File: config.mk
export PLATFORM = sky130hd
export DESIGN_NAME = mips_debug_sequencer_flat
export DESIGN_NICKNAME = d
export VERILOG_FILES = /design/src/rtl/mips_debug_sequencer_if.sv /design/src/rtl/mips_debug_sequencer.sv /design/src/flat_wrapper.sv
export SDC_FILE = /design/constraint.sdc
export NUM_CORES = 1
export LEC_CHECK = 0
export CAP_MARGIN = 20
export CORE_AREA = 2 2 127 105
export CTS_CLUSTER_SIZE = 24
export DETAILED_ROUTE_END_ITERATION = 8
export DIE_AREA = 0 0 129 107
export GPL_ROUTABILITY_DRIVEN = 0
export HOLD_SLACK_MARGIN = 0.15
export SETUP_SLACK_MARGIN = 0.4
export SLEW_MARGIN = 40
export SYNTH_ARGS = -nofsm -noshare
export SYNTH_HDL_FRONTEND = slang
export SYNTH_SLANG_ARGS = --single-unit
File: constraint.sdc
create_clock -name clk -period 2.05 [get_ports clk]
set_input_delay 0.41 -clock clk [delete_from_list [all_inputs] [get_ports clk]]
set_output_delay 0.41 -clock clk [all_outputs]
set_load 0.03 [all_outputs]
File: src/rtl/mips_debug_sequencer_if.sv
// UART-side handshake bundle for the MIPS debug sequencer.
//   rx_done       : byte-received pulse (1 cycle), qualifies uart_data_in
//   uart_data_in  : received byte
//   tx_done       : byte-sent pulse (1 cycle)
//   tx_start      : transmit request pulse (1 cycle)
//   uart_data_out : byte to transmit, held until tx_done
// Modports: master = sequencer side, slave = UART side.
interface mips_debug_sequencer_if #(
   parameter int LEN_DATA = 8
);
   logic                rx_done;
   logic [LEN_DATA-1:0] uart_data_in;
   logic                tx_done;
   logic                tx_start;
   logic [LEN_DATA-1:0] uart_data_out;

   modport master (
      input  rx_done,
      input  uart_data_in,
      input  tx_done,
      output tx_start,
      output uart_data_out
   );

   modport slave (
      output rx_done,
      output uart_data_in,
      output tx_done,
      input  tx_start,
      input  uart_data_out
   );
endinterface

File: src/rtl/mips_debug_sequencer.sv
// Host-side debug controller for the pipelined MIPS core.
// Decodes single-byte UART commands: load a program word by word into instruction
// memory, free-run until halt, or single-step; after a run/step the PC is sent back
// over the UART as 4 bytes, LSB first.
// Ports:
//   clk, reset            : single clock, synchronous active-high reset
//   uart                  : UART handshake (rx_done/uart_data_in, tx_start/uart_data_out/tx_done)
//   halt, pc              : MIPS halt level and current PC
//   addr_mem_inst         : instruction memory word index
//   ins_to_mem            : instruction word to write
//   write_enable_ram_inst : instruction memory write strobe
//   reset_mips            : one-cycle MIPS reset pulse after a program load
//   ctrl_clk_mips         : MIPS clock enable
//   debug                 : 1 = step mode, 0 = run mode
//   state_out             : one-hot state for LEDs
module mips_debug_sequencer #(
   parameter int                  LEN                = 32,
   parameter int                  LEN_DATA           = 8,
   parameter int                  cant_instrucciones = 64,
   parameter logic [LEN_DATA-1:0] CMD_LOAD           = 8'h4C,
   parameter logic [LEN_DATA-1:0] CMD_RUN            = 8'h52,
   parameter logic [LEN_DATA-1:0] CMD_STEP           = 8'h53,
   parameter logic [LEN-1:0]      HALT_WORD          = 32'hFFFFFFFF
) (
   input  logic                    clk,
   input  logic                    reset,
   mips_debug_sequencer_if.master  uart,
   input  logic                    halt,
   input  logic [LEN-1:0]          pc,
   output logic [LEN-1:0]          addr_mem_inst,
   output logic [LEN-1:0]          ins_to_mem,
   output logic                    write_enable_ram_inst,
   output logic                    reset_mips,
   output logic                    ctrl_clk_mips,
   output logic                    debug,
   output logic [5:0]              state_out
);

   localparam logic [5:0] IDLE  = 6'b000001;
   localparam logic [5:0] LOAD  = 6'b000010;
   localparam logic [5:0] WRITE = 6'b000100;
   localparam logic [5:0] RUN   = 6'b001000;
   localparam logic [5:0] STEP  = 6'b010000;
   localparam logic [5:0] SEND  = 6'b100000;

   localparam int BYTES = LEN / LEN_DATA;
   localparam int CNT_W = (BYTES > 1) ? $clog2(BYTES) : 1;
   localparam int IDX_W = (cant_instrucciones > 1) ? $clog2(cant_instrucciones) : 1;
   localparam logic [CNT_W-1:0] LAST_BYTE = CNT_W'(BYTES - 1);
   localparam logic [IDX_W-1:0] LAST_IDX  = IDX_W'(cant_instrucciones - 1);

   logic [5:0]          state;
   logic [CNT_W-1:0]    cnt;        // byte counter for LOAD and SEND
   logic                phase;      // STEP: enable cycle done; SEND: waiting for tx_done
   logic [IDX_W-1:0]    idx;
   logic [LEN-1:0]      word;
   logic [LEN-1:0]      pc_latch;
   logic                tx_start_r;
   logic [LEN_DATA-1:0] tx_data_r;
   logic [LEN-1:0]      word_shifted;

   // Little-endian assembly: each new byte enters at the top and moves down, so after
   // BYTES shifts the first byte sits in the low lane.
   assign word_shifted = {uart.uart_data_in, word[LEN-1:LEN_DATA]};

   assign state_out             = state;
   assign write_enable_ram_inst = (state == WRITE);
   assign addr_mem_inst         = LEN'(idx);
   assign ins_to_mem            = word;
   assign uart.tx_start         = tx_start_r;
   assign uart.uart_data_out    = tx_data_r;

   always_ff @(posedge clk) begin
      if (reset) begin
         state         <= IDLE;
         cnt           <= '0;
         phase         <= 1'b0;
         idx           <= '0;
         word          <= '0;
         pc_latch      <= '0;
         tx_start_r    <= 1'b0;
         tx_data_r     <= '0;
         reset_mips    <= 1'b0;
         ctrl_clk_mips <= 1'b0;
         debug         <= 1'b0;
      end else begin
         tx_start_r <= 1'b0;
         reset_mips <= 1'b0;
         case (state)
            IDLE: begin
               if (uart.rx_done) begin
                  if (uart.uart_data_in == CMD_LOAD) begin
                     state <= LOAD;
                     idx   <= '0;
                     cnt   <= '0;
                  end else if (uart.uart_data_in == CMD_RUN) begin
                     state <= RUN;
                     debug <= 1'b0;
                  end else if (uart.uart_data_in == CMD_STEP) begin
                     state         <= STEP;
                     debug         <= 1'b1;
                     ctrl_clk_mips <= 1'b1;
                     phase         <= 1'b0;
                  end
               end
            end
            LOAD: begin
               if (uart.rx_done) begin
                  word <= word_shifted;
                  if (cnt == LAST_BYTE) begin
                     cnt   <= '0;
                     state <= WRITE;
                  end else begin
                     cnt <= cnt + CNT_W'(1);
                  end
               end
            end
            WRITE: begin
               if (word == HALT_WORD || idx == LAST_IDX) begin
                  reset_mips <= 1'b1;
                  idx        <= '0;
                  state      <= IDLE;
               end else begin
                  idx   <= idx + IDX_W'(1);
                  state <= LOAD;
                  // A byte landing in the write cycle already belongs to the next word.
                  if (uart.rx_done) begin
                     word <= word_shifted;
                     cnt  <= CNT_W'(1);
                  end else begin
                     cnt <= '0;
                  end
               end
            end
            RUN: begin
               if (halt) begin
                  ctrl_clk_mips <= 1'b0;
                  pc_latch      <= pc;
                  cnt           <= '0;
                  phase         <= 1'b0;
                  state         <= SEND;
               end else begin
                  ctrl_clk_mips <= 1'b1;
               end
            end
            STEP: begin
               if (!phase) begin
                  ctrl_clk_mips <= 1'b0;
                  phase         <= 1'b1;
               end else begin
                  // PC has advanced by now; the enable cycle ended on the previous edge.
                  pc_latch <= pc;
                  cnt      <= '0;
                  phase    <= 1'b0;
                  state    <= SEND;
               end
            end
            SEND: begin
               if (!phase) begin
                  tx_start_r <= 1'b1;
                  tx_data_r  <= pc_latch[LEN_DATA-1:0];
                  pc_latch   <= pc_latch >> LEN_DATA;
                  phase      <= 1'b1;
               end else if (uart.tx_done) begin
                  phase <= 1'b0;
                  if (cnt == LAST_BYTE) begin
                     cnt   <= '0;
                     debug <= 1'b0;
                     state <= IDLE;
                  end else begin
                     cnt <= cnt + CNT_W'(1);
                  end
               end
            end
            default: state <= IDLE;
         endcase
      end
   end

endmodule

File: src/flat_wrapper.sv
// flat-port wrapper written by rule: the top's interface ports become plain ports
module mips_debug_sequencer_flat 
#(
   parameter int                  LEN                = 32,
   parameter int                  LEN_DATA           = 8,
   parameter int                  cant_instrucciones = 64,
   parameter logic [LEN_DATA-1:0] CMD_LOAD           = 8'h4C,
   parameter logic [LEN_DATA-1:0] CMD_RUN            = 8'h52,
   parameter logic [LEN_DATA-1:0] CMD_STEP           = 8'h53,
   parameter logic [LEN-1:0]      HALT_WORD          = 32'hFFFFFFFF
)
  (clk, reset, halt, pc, addr_mem_inst, ins_to_mem, write_enable_ram_inst, reset_mips, ctrl_clk_mips, debug, state_out, uart_rx_done, uart_uart_data_in, uart_tx_done, uart_tx_start, uart_uart_data_out);
  mips_debug_sequencer_if #(.LEN_DATA(LEN_DATA)) uart_i ();
  input  logic clk;
  input  logic reset;
  input  logic halt;
  input  logic [LEN-1:0] pc;
  output logic [LEN-1:0] addr_mem_inst;
  output logic [LEN-1:0] ins_to_mem;
  output logic write_enable_ram_inst;
  output logic reset_mips;
  output logic ctrl_clk_mips;
  output logic debug;
  output logic [5:0] state_out;
  input wire logic [$bits(uart_i.rx_done)-1:0] uart_rx_done;
  input wire logic [$bits(uart_i.uart_data_in)-1:0] uart_uart_data_in;
  input wire logic [$bits(uart_i.tx_done)-1:0] uart_tx_done;
  output wire logic [$bits(uart_i.tx_start)-1:0] uart_tx_start;
  output wire logic [$bits(uart_i.uart_data_out)-1:0] uart_uart_data_out;
  assign uart_i.rx_done = uart_rx_done;
  assign uart_i.uart_data_in = uart_uart_data_in;
  assign uart_i.tx_done = uart_tx_done;
  assign uart_tx_start = uart_i.tx_start;
  assign uart_uart_data_out = uart_i.uart_data_out;
  mips_debug_sequencer #(.LEN(LEN), .LEN_DATA(LEN_DATA), .cant_instrucciones(cant_instrucciones), .CMD_LOAD(CMD_LOAD), .CMD_RUN(CMD_RUN), .CMD_STEP(CMD_STEP), .HALT_WORD(HALT_WORD)) u_core (.clk(clk), .reset(reset), .uart(uart_i), .halt(halt), .pc(pc), .addr_mem_inst(addr_mem_inst), .ins_to_mem(ins_to_mem), .write_enable_ram_inst(write_enable_ram_inst), .reset_mips(reset_mips), .ctrl_clk_mips(ctrl_clk_mips), .debug(debug), .state_out(state_out));
endmodule
# Word level (Yosys, flattened, before mapping)
# Index checks and enable logic that the tools add are counted.
# op_classes
add_sub_neg,2
eq_ne,29
mux,59
bitwise_logic,3
n_reduce_logical,19
# op_table
operator,n
$mux W32,5
$pmux W32 S3,1
$mux W6,14
$pmux W32 S2,1
$pmux W6 S6,1
$eq A32 B32 Y1 const B,1
$eq A8 B7 Y1 const B,3
$mux W1,22
$mux W2,10
$ne A2 B2 Y1 const B,9
$reduce_and A9 Y1,2
$eq A6 B6 Y1 const B,2
$ne A2 B1 Y1 const B,6
$pmux W2 S6,1
$pmux W6 S2,1
$reduce_and A6 Y1,2
$reduce_and A7 Y1,1
$add A6 B1 Y6 const B,1
$eq A6 B1 Y1 const B,1
$eq A6 B2 Y1 const B,1
$eq A6 B3 Y1 const B,1
$eq A6 B4 Y1 const B,1
$eq A6 B5 Y1 const B,1
$reduce_bool A2 Y1,3
16 further kinds,21
# totals
regBits,91
inputBits,45
out_inout_bits,83
word_cells,123

# Longest topological paths before layout
# logic_depth
depth_word,6
ltp_mapped,9
ltp_nobuf,6

# Worst setup path before layout
# OpenSTA, ideal clock, no wires.
# synth_timing
path_kind,register to register
start,"register u_core.state[3], in the netlist u_core.state_out[3]"
end,"register u_core.word[0], in the netlist u_core.ins_to_mem[0]"
setup_time_ns,0.072
arrival_ns,2.290
required_ns,1.978
setup_slack_ns,-0.312
stages_incl_launch_ff,9
n_path_buf,3
period_less_slack_ns,2.362
path_cell_list,dfxtp_1 -> nor2_1 -> and4b_1 -> clkbuf_1 -> nand3_1 -> a21boi_1 -> buf_2 -> buf_2 -> mux2i_1
# synth_between
elab_chain_len,3
word_cells_on_any_way,6
cone_classes,3 x eq/ne; 1 x mux; 2 x reduce/logical
# synth_lines
element,line,text
from (decl),mips_debug_sequencer.sv:52,logic [5:0] state;
from (signal assigned),mips_debug_sequencer.sv:75,state <= IDLE;
from (signal assigned),mips_debug_sequencer.sv:93,state <= LOAD;
from (signal assigned),mips_debug_sequencer.sv:97,state <= RUN;
$eq A6 B3 Y1 (*),n/a,
net write_enable_ram_inst,flat_wrapper.sv:20,output logic write_enable_ram_inst;
$ne A2 B2 Y1 (no line) or $reduce_bool A2 Y1 (tied branches),n/a,
$reduce_and A2 Y1 (no line),n/a,
to (signal assigned),mips_debug_sequencer.sv:109,word <= word_shifted;
to (signal assigned),mips_debug_sequencer.sv:128,word <= word_shifted;
to (decl),mips_debug_sequencer.sv:56,logic [LEN-1:0] word;
# The timed path passes the listed nets; every way through them passes the cells marked *.
# A chain may end at the register's enable or synchronous reset.

# Worst setup path in the final report
# layout_timing
start,"register u_core.state[5], in the netlist u_core.state_out[5]"
end,register u_core.cnt[1]
# layout_between
elab_chain_len,3
word_cells_on_any_way,17
cone_classes,14 x eq/ne; 1 x mux; 2 x reduce/logical
# layout_lines
element,line,text
"$eq A6 B3 Y1, or another cell as far along",mips_debug_sequencer.sv:89,case (state)
"$reduce_bool A6 Y1 (no line), or another cell as far along",n/a,
$reduce_and A9 Y1 (no line),n/a,
to (signal assigned),mips_debug_sequencer.sv:114,cnt <= cnt + CNT_W'(1);
to (signal assigned),mips_debug_sequencer.sv:171,cnt <= cnt + CNT_W'(1);
to (decl),mips_debug_sequencer.sv:53,logic [CNT_W-1:0] cnt;
# Parallel ways exist; a longest one is shown, timed or not.

==> summary.log <==
INFO  drt            final_antenna_net_count=0
INFO  floorplanning  core.rowCount=37
INFO  drt            drc=0
INFO  yosys          post_synth_instance_area=0.00429mm2
INFO  power_and_ir_drop combinationalPowerShare=0.287
INFO  global_route   number_of_antenna_violations_at_the_first_check_in_global_routing=0
INFO  sta            min_period_over_period=1.02
INFO  final_layout   final_cell_mix=dfxtp_1 (73), nand2_1 (68), dlygate4sd2_1 (49)
INFO  yosys          synth-edff-count=0
INFO  min_path       worst_hold_startpoint=uart_uart_data_in[4]
INFO  final_layout   layout-drive-gt1-share=0.286
INFO  yosys          yosys.area_share.xor_xnor=0.0163
INFO  yosys          synthArstFlopShare=0
INFO  yosys          synth_cell_types=50
INFO  global_route   first_pass_grt_wire_length=20,200um
INFO  run_status     violations=setup timing
INFO  power_and_ir_drop pwr-share-clk=0.333
INFO  sta            min_period=2.09ns
INFO  global_route   global_route.usage.met1=0.253
INFO  global_route   use_met3=0.0394
INFO  floorplanning  initial_utilization=0.342
INFO  critical_path  crit_path_cell_trace=or4_4 > buf_12 > nor2_4 > a2bb2oi_4 > a2111oi_4 > and4_1 > o21ba_1
INFO  final_layout   nFillCells=1,121
INFO  global_route   grt_pass1_vias=3,907
INFO  cts            clock_tree.htree_level_count=3
INFO  critical_path  path_buf_inv=1
INFO  floorplanning  die-width=129um
INFO  power_and_ir_drop intPower=3.43mW
INFO  critical_path  ff2ff_setup_slack=-0.04ns
INFO  drt            vias=4,028
INFO  cts            clk_root_buffer_cell=clkbuf_16
INFO  run_status     outcome=finished, violations left
INFO  critical_path  critPathArrivalTime=2.32ns
INFO  job            max-cap-violations=0
INFO  power_and_ir_drop power.switching=1.49mW
INFO  final_layout   mostFrequentLayoutCell=dfxtp_1
INFO  drt            wl_per_cell=16.1um
INFO  cts            tritoncts=done
INFO  floorplanning  die_h=107um
INFO  final_layout   layout.core_utilization=0.539
INFO  drt            finalWirelength=13,100um
INFO  sta            max_freq=0.478GHz
INFO  drt            first_pass_iters=5
INFO  placement      io_buffers=101
INFO  min_path       hold_path_end=u_core.ins_to_mem[28]
INFO  placement      placed_area=0.00567mm2
INFO  yosys          main_synth_ff_type=dfxtp_1
INFO  power_and_ir_drop power.ir.vdd_worst=456uV
INFO  global_route   gr-usage-met2=0.291
INFO  yosys          yosys_warnings=0
INFO  cts            cts_buffers=9
INFO  critical_path  timing.critical_path.fanout_max=5
INFO  yosys          combinational_family_with_the_most_area_after_synthesis=simple AND/OR/NAND/NOR gates
INFO  sta            final_hold_viol_count=0
INFO  critical_path  path_class=reg2reg
INFO  critical_path  worstRegToRegCells=7
INFO  sta            report.final.slew_viol_count=0
INFO  sta            rsz0062_at_grt=true
INFO  critical_path  crit_path_top_delay_cell=or4_4
INFO  critical_path  critPathLaunchType=flip-flop
INFO  power_and_ir_drop power_leakage=2.70nW
INFO  floorplanning  io_pins=128
INFO  global_route   grt_util_all_layers=0.185
INFO  global_route   grt-busiest-layer=met2
INFO  floorplanning  core=0.0125mm2
INFO  yosys          post_synth_inst_count=496
INFO  cts            clk_pin_slew=0.06ns
INFO  yosys          synth_seq_area_share=0.425
INFO  yosys          syn_area_per_cell=8.65um2
INFO  critical_path  end_kind=flip-flop
INFO  final_layout   antenna_cells=0
INFO  cts            post_cts_hold_buffer_count=0
INFO  min_path       hold_path_depth=3
INFO  final_layout   finalInstanceArea=0.00676mm2
INFO  cts            clk-insertion-delay-late=0.34ns
INFO  sta            post-route-worst-setup-slack=-0.0418ns
INFO  yosys          synth_compound_gate_area_share=0.133
INFO  drt            route.detailed.vias_per_inst=4.97
INFO  yosys          synth-seq-cells=91
INFO  min_path       min_path_type=in2reg
INFO  drt            number_of_drc_markers_in_iteration_0=228
INFO  power_and_ir_drop power.density=727mW/mm2
INFO  critical_path  worst_r2r_startpoint=u_core.state_out[5]
INFO  power_and_ir_drop power.share.sequential=0.380
INFO  power_and_ir_drop switching_share=0.303
INFO  sta            worst_clock_skew=0.00786ns
INFO  yosys          post_synth_and_or_nand_nor_area_fraction=0.259
INFO  yosys          synth.mux.area_fraction=0.0770
INFO  global_route   grt_remaining_overflow=0
INFO  global_route   grt_start_max_net_pins=59
INFO  critical_path  worst_flop_to_flop_path_endpoint=u_core.cnt[1]
INFO  sta            setup_total_negative_slack=-0.0947ns
INFO  cts            clockBufferDepth=2
INFO  yosys          synthAdderAreaFrac=0.00583
INFO  final_layout   area_growth=57.6%
INFO  placement      detailed_placement_wirelength_estimate=8360um
INFO  cts            numClockSinks=91
INFO  critical_path  cp_slowest_stage_delay=0.59ns
INFO  final_layout   nNetsFinal=679
INFO  critical_path  critPathRequiredTime=2.28ns
INFO  sta            setup-violations-final=3
INFO  floorplanning  fp.dieArea=0.0138mm2
INFO  critical_path  worst_path_top_cell_family_by_delay=simple AND/OR/NAND/NOR gates
cell usage after synthesis (3+ instances only):
library cell  instances  area share
nor3_1                7      0.0082
a31oi_1               3      0.0044
nor2_1               42       0.037
o21ai_0               9       0.011
or4_1                 4      0.0070
xor2_1                4      0.0082
dfxtp_1              91        0.42
nand2_1              74       0.065
nor4_1                3      0.0044
and3_1                3      0.0044
buf_4                27       0.047
nor2b_1               3      0.0044
nand4_1              13       0.019
nand2b_1             42       0.061
mux2i_1              33       0.077
xnor2_1               4      0.0082
a21oi_1              21       0.025
a311oi_1             28       0.057
buf_1                 4      0.0035
nor3b_1               3      0.0053
clkbuf_1             22       0.019
buf_2                 9       0.011
nand3_1              14       0.016
or3_1                 3      0.0044
sequential cells by signal (all words and copies together), names as in the netlist:
signal / count
u_core.ins_to_mem: 32
u_core.pc_latch: 32
u_core.uart.uart_data_out: 8
u_core.idx: 6
u_core.state_out: 6
u_core.cnt: 2
u_core.ctrl_clk_mips: 1
u_core.debug: 1
u_core.phase: 1
u_core.reset_mips: 1
u_core.uart.tx_start: 1
kinds of logic after synthesis:
group / after synthesis
compound gates: 76
xor+xnor: 8
fa+ha+maj: 2
buf+inv: 63
flops: 91
mux: 33
other cells: 1
simple gates: 222
power groups by stage:
stage                     logic, mW  clock network, mW  registers, mW
after detailed placement      0.938                  0           1.89
final                          1.41               1.64           1.87
after global routing           1.49               1.75           1.87
after global placement        0.921                  0           1.89
after CTS                      1.15               1.67           1.86
after floorplan               0.601                  0           1.93
stage by stage:
step	worst slack, ns	instances	total power [mW]	hold WS (ns)
2_1_floorplan	-0.0602	521	2.54	0.432
3_3_place_gp	-0.328	767	2.81	0.443
3_5_place_dp	-0.395	767	2.83	0.449
4_1_cts	0.00159	804	4.69	0.458
5_1_grt	-0.102	811	5.11	0.429
6_report	-0.0418	811	4.91	0.426
worst min-delay path: cells and delay by family:
kind                   cells  cell delay, ns
buffers and inverters      1            0.15
and+or+nand+nor            1            0.09
muxes                      1            0.06
cell type report:
class                      instances  area, um2  share of cell area
sequential                        91       1850               0.274
timing repair buffer             163       1700               0.252
multi-input combinational        367       2690               0.398
clock buffer                      11        264              0.0391
tap                              175        219              0.0324
clock inverter                     4       32.5             0.00481
worst max-delay path by stage:
stage / start / cells past startpoint / endpoint
after floorplan: u_core.state_out[5] / 8 / u_core.cnt[1]
after global placement: uart_uart_data_in[6] / 8 / u_core.cnt[1]
after detailed placement: uart_uart_data_in[6] / 8 / u_core.cnt[1]
after CTS: uart_uart_data_in[3] / 8 / u_core.cnt[1]
after global routing: u_core.state_out[5] / 7 / u_core.cnt[1]
final: u_core.state_out[5] / 7 / u_core.cnt[1]
layer usage:
| layer | routed length, um | vias to the layer above |
|---|---|---|
| met3 | 633 | 16 |
| met1 | 6150 | 1928 |
| met2 | 6120 | 120 |
| li1 | - | 1964 |
| met4 | 187 | 0 |
| met5 | 0 | - |
what timing repair did:
item	4_1_cts	5_1_grt
gates cloned	5	1
pin swaps	17	30
resized for setup	129	74
setup endpoints to repair	147	95
setup buffers	17	6
Note: power is estimated with default switching activity, not from simulation.
==> edit 1: new RTL, same settings <==
Register the inputs `halt` and `pc` before use, cleared by the reset. The logic sees them one clock later. The other inputs are not delayed to match.
--- a/src/rtl/mips_debug_sequencer.sv
+++ b/src/rtl/mips_debug_sequencer.sv
@@ -50,2 +50,15 @@
    localparam logic [IDX_W-1:0] LAST_IDX  = IDX_W'(cant_instrucciones - 1);
+
+   logic halt_q;
+   logic [LEN-1:0] pc_q;
+
+   always_ff @(posedge clk) begin
+      if (reset) begin
+         halt_q <= '0;
+         pc_q   <= '0;
+      end else begin
+         halt_q <= halt;
+         pc_q   <= pc;
+      end
+   end
 
@@ -135,5 +148,5 @@
             RUN: begin
-               if (halt) begin
+               if (halt_q) begin
                   ctrl_clk_mips <= 1'b0;
-                  pc_latch      <= pc;
+                  pc_latch      <= pc_q;
                   cnt           <= '0;
@@ -151,3 +164,3 @@
                   // PC has advanced by now; the enable cycle ended on the previous edge.
-                  pc_latch <= pc;
+                  pc_latch <= pc_q;
                   cnt      <= '0;
Function: changed (a bounded check fails within 4 cycles, from zero or initial values and one cycle with reset high).
==> edit 1 against the original RTL <==
The run still ends with negative setup slack left. Worst setup slack improved by 0.040 ns. Global-route usage increased by 2.4 points. Sequential share of layout area increased by 3.9 points. Via count increased by 17%. Final area increased by 19%. Wire length increased by 12%. Synthesized area increased by 22%. Total power increased by 42%. Sequential cell count increased by 33. Critical path type unchanged. Critical endpoint is now u_core.pc_latch[16]. Largest cell class unchanged.
==> edit 1: results (changes against the original RTL) <==
==========================================================================================
Violation count after the first detailed-route iteration                               247   +8.3%
Share of synthesized cell area in full adder, half adder and majority cells         0.477%   -0.11 points
Number of levels in the clock H-tree                                                     4   +1
Most area-consuming cells after synthesis                                     sky130_fd_sc_hd__dfxtp_1, sky130_fd_sc_hd__nand2_1, sky130_fd_sc_hd__mux2i_1
Met3 Wirelength                                                                     651 um   +2.8%
Detailed-route via count                                                             4,706   +17%
Number of distinct library cells after synthesis                                        59   +18%
Violations in the final reports                                               negative setup slack
# Post-CTS Setup Buffers                                                                13   -4
P_leak                                                                             3.33 nW   +23%
Peak VDD IR                                                                       0.657 mV   +44%
FILL cells                                                                           1,026   -8.5%
Crit Path Max Fanout                                                                     6   +1
Global-route wire length before repair                                           22,500 um   +12%
Worst reg-to-reg path cell count                                                         8   +1
Post-synthesis share of cell area spent on xor and xnor gates                        1.17%   -0.47 points
Endpoint of the worst register-to-register path                               u_core.pc_latch[16]
First-pass DRT Iterations                                                                4   -1
Maximum number of pins on one net before global-route repair                            85   +44%
Ratio of cells with drive above 1 in the final layout                                28.6%   -0.045 points
Number of gates resized after CTS                                                      118   -8.5%
Worst path arrival time                                                            2.37 ns   +0.05 ns
Largest stage delay on the critical path                                           0.42 ns   -0.17 ns
Share of synthesized area spent on multiplexers                                      6.29%   -1.4 points
Area after detailed placement                                                 0.00674 mm^2   +19%
Via count of the first global-routing pass                                           4,455   +14%
Result of the run                                                             complete, but fails checks
Uppermost layer routed                                                                met4
Metal1 wirelength                                                                  6940 um   +13%
Hold Path Depth                                                                          2   -1
Smallest setup slack after layout                                              -0.00156 ns   +0.0403 ns
Total Routing Usage GR                                                               20.9%   +2.4 points
Capture endpoint of the worst hold path                                       u_core.pc_latch[28]
Portion of the post-synthesis area used by sequential elements                       47.3%   +4.8 points
Class of the most critical hold timing path                                   flop to flop
Total Nets Final                                                                       797   +17%
Number of placed cells counting well taps                                              867   +13%
Area fraction in compound gates after synthesis                                      13.5%   +0.19 points
Standard cell with the maximum stage delay on the critical path               sky130_fd_sc_hd__or3b_4
Critical hold path startpoint                                                 u_core.pc_q[28]
Clock edge transition at the registers on the reported setup and hold paths        0.06 ns   about the same
Routed length on met2                                                              6870 um   +12%
DR WL/cell                                                                         15.7 um   -3.0%
Post-Route WL                                                                    14,700 um   +12%
Most frequent cells after synthesis                                           sky130_fd_sc_hd__dfxtp_1, sky130_fd_sc_hd__nand2_1, sky130_fd_sc_hd__nor2_1
CTS Buf Count                                                                           17   +8
Pre-CTS setup slack                                                              -0.371 ns   +0.0244 ns
Final setup fails                                                                        1   -2
Detailed Place HPWL                                                                9180 um   +9.8%
Worst Clk Skew                                                                   0.0136 ns   +0.00578 ns
==========================================================================================
## edit 1: final cells by class
class	count	area (um^2)	share of cell area, %
clock buffers	18	439	5.48
clock inverters	14	160	2.00
inverters	4	15.0	0.187
multi-input cells	413	2770	34.6
flip-flops and latches	124	2510	31.3
well taps	175	219	2.73
repair buffers	190	1900	23.7
## edit 1: critical path: cells and delay by family (launching register included)
family,cells,cell delay [ns]
compound gates,3,0.56
buf+inv,2,0.31
flops,1,0.37
simple gates,3,0.72
## edit 1: through the flow
| stage | setup TNS, ns | hold WS, ns |
|---|---|---|
| after global placement | -2.73 | 0.443 |
| after CTS | 0 | 0.452 |
| after detailed placement | -3.40 | 0.446 |
| final | -0.00156 | 0.447 |
| after global routing | -2.75 | 0.464 |
| after floorplan | -0.118 | 0.432 |
## edit 1: power by group
group / internal (mW) / switching (mW) / total (mW)
Sequential: 2.48 / 0.0397 / 2.52
Combinational: 0.748 / 0.703 / 1.45
Clock: 1.85 / 1.15 / 3.00
Total: 5.07 / 1.89 / 6.96
## edit 1: per-layer routing
metal / vias to the layer above / GRT usage [%]
li1: 2321 / -
met2: 102 / 32.8
met4: 0 / 7.07
met5: - / 0
met3: 16 / 4.99
met1: 2267 / 28.1
## edit 1: how the worst max path moves through the flow
stage | start | endpoint | slack (ns) | cells after the start
2_1_floorplan | u_core.state_out[5] | u_core.pc_latch[10] | -0.01 | 8
3_3_place_gp | uart_uart_data_in[4] | u_core.state_out[0] | -0.33 | 8
3_5_place_dp | uart_uart_data_in[4] | u_core.state_out[0] | -0.37 | 8
4_1_cts | u_core.state_out[5] | u_core.state_out[1] | 0.04 | 6
5_1_grt | u_core.state_out[1] | u_core.pc_latch[6] | -0.1 | 8
6_report | u_core.state_out[5] | u_core.pc_latch[16] | -0.002 | 8
==> edit 2: new RTL, config.mk and constraints unchanged <==
Without the edit above. `LEN_DATA` is set to 8 in 3 places; all go to 16.
--- a/src/rtl/mips_debug_sequencer_if.sv
+++ b/src/rtl/mips_debug_sequencer_if.sv
@@ -8,3 +8,3 @@
 interface mips_debug_sequencer_if #(
-   parameter int LEN_DATA = 8
+   parameter int LEN_DATA = 16
 );
--- a/src/rtl/mips_debug_sequencer.sv
+++ b/src/rtl/mips_debug_sequencer.sv
@@ -17,3 +17,3 @@
    parameter int                  LEN                = 32,
-   parameter int                  LEN_DATA           = 8,
+   parameter int                  LEN_DATA           = 16,
    parameter int                  cant_instrucciones = 64,
--- a/src/flat_wrapper.sv
+++ b/src/flat_wrapper.sv
@@ -4,3 +4,3 @@
    parameter int                  LEN                = 32,
-   parameter int                  LEN_DATA           = 8,
+   parameter int                  LEN_DATA           = 16,
    parameter int                  cant_instrucciones = 64,
Interface: changed (resized uart_uart_data_in and uart_uart_data_out); port bits go from 128 to 144. The function was not compared with the original's and may differ.
==> edit 2 against the original RTL <==
The flow still finishes with violations (negative setup slack). Worst setup slack worse by 0.16 ns. Fmax fell by 7.2%. Count of clock-buffer cells in the layout is 2 lower. Synthesized area grew 2.4%. Clock skew down 0.0017 ns. Sequential cell count grew 7. Cell count up 10%. Final area up 8.8%. Wire length increased by 13%. Critical endpoint is now u_core.state_out[5].
Power is not compared: it rests on default switching activity, and its combinational part moved more than twofold at a synthesized area within 25%.
==> edit 2: results (changes against the original RTL) <==
=============================================================================
Result of the run                                                complete, but fails checks
Violations in the final reports                                  negative setup slack
Final setup fails                                                          41   +38
Via count of the first global-routing pass                              4,156   +6.4%
Number of distinct library cells after synthesis                           54   +8.0%
Portion of the post-synthesis area used by sequential elements          44.7%   +2.2 points
Smallest setup slack after layout                                   -0.204 ns   -0.162 ns
Met3 Wirelength                                                        653 um   +3.2%
Total Routing Usage GR                                                  20.0%   +1.6 points
Number of gates resized after CTS                                         154   +19%
Average via count per standard cell                                      4.98   +0.24%
Detailed Place HPWL                                                   9110 um   +9.0%
Share of synthesized area spent on multiplexers                         7.52%   -0.18 points
Area fraction in compound gates after synthesis                         12.5%   -0.83 points
Global-route wire length before repair                              21,500 um   +6.7%
Grt met3 use                                                            4.69%   +0.75 points
Number of I/O port buffers                                                117   +16%
Met2 capacity usage during global routing                               31.7%   +2.5 points
Largest stage delay on the critical path                              0.56 ns   -0.03 ns
Worst Clk Skew                                                     0.00618 ns   -0.00168 ns
Routed length on met2                                                 7020 um   +15%
Worst reg-to-reg path cell count                                            6   -1
Metal1 wirelength                                                     6870 um   +12%
Ratio of cells with drive above 1 in the final layout                   31.2%   +2.6 points
Pre-CTS setup slack                                                 -0.430 ns   -0.0346 ns
Post-synthesis share of cell area spent on xor and xnor gates           1.59%   -0.039 points
=============================================================================
## edit 2: final cells by class
| type | instances | area [um^2] | area share, % |
|---|---|---|---|
| inverter | 3 | 13.8 | 0.187 |
| multi-input combinational | 397 | 2730 | 37.1 |
| sequential | 98 | 1990 | 27.1 |
| clock inverter | 6 | 115 | 1.56 |
| timing repair buffer | 204 | 2060 | 28.0 |
| tap | 175 | 219 | 2.98 |
| clock buffer | 9 | 225 | 3.06 |
## edit 2: stage by stage
stage               util (%)  cell area, um^2  total power, mW  instances
detailed placement      48.5             6090             2.32        842
floorplan                  -             4670             2.18        559
global placement        48.5             6090             2.32        842
global route            58.6             7360             4.41        892
CTS                     54.5             6840             4.26        874
finish                  58.6             7360             4.27        892
## edit 2: worst paths after layout
path,start,to
worst min-delay path,uart_uart_data_in[13],u_core.ins_to_mem[29]
worst max-delay path,u_core.state_out[5],u_core.state_out[5]
worst min register to register,u_core.uart.uart_data_out[4],u_core.uart.uart_data_out[4]
worst max register to register,u_core.state_out[5],u_core.state_out[5]
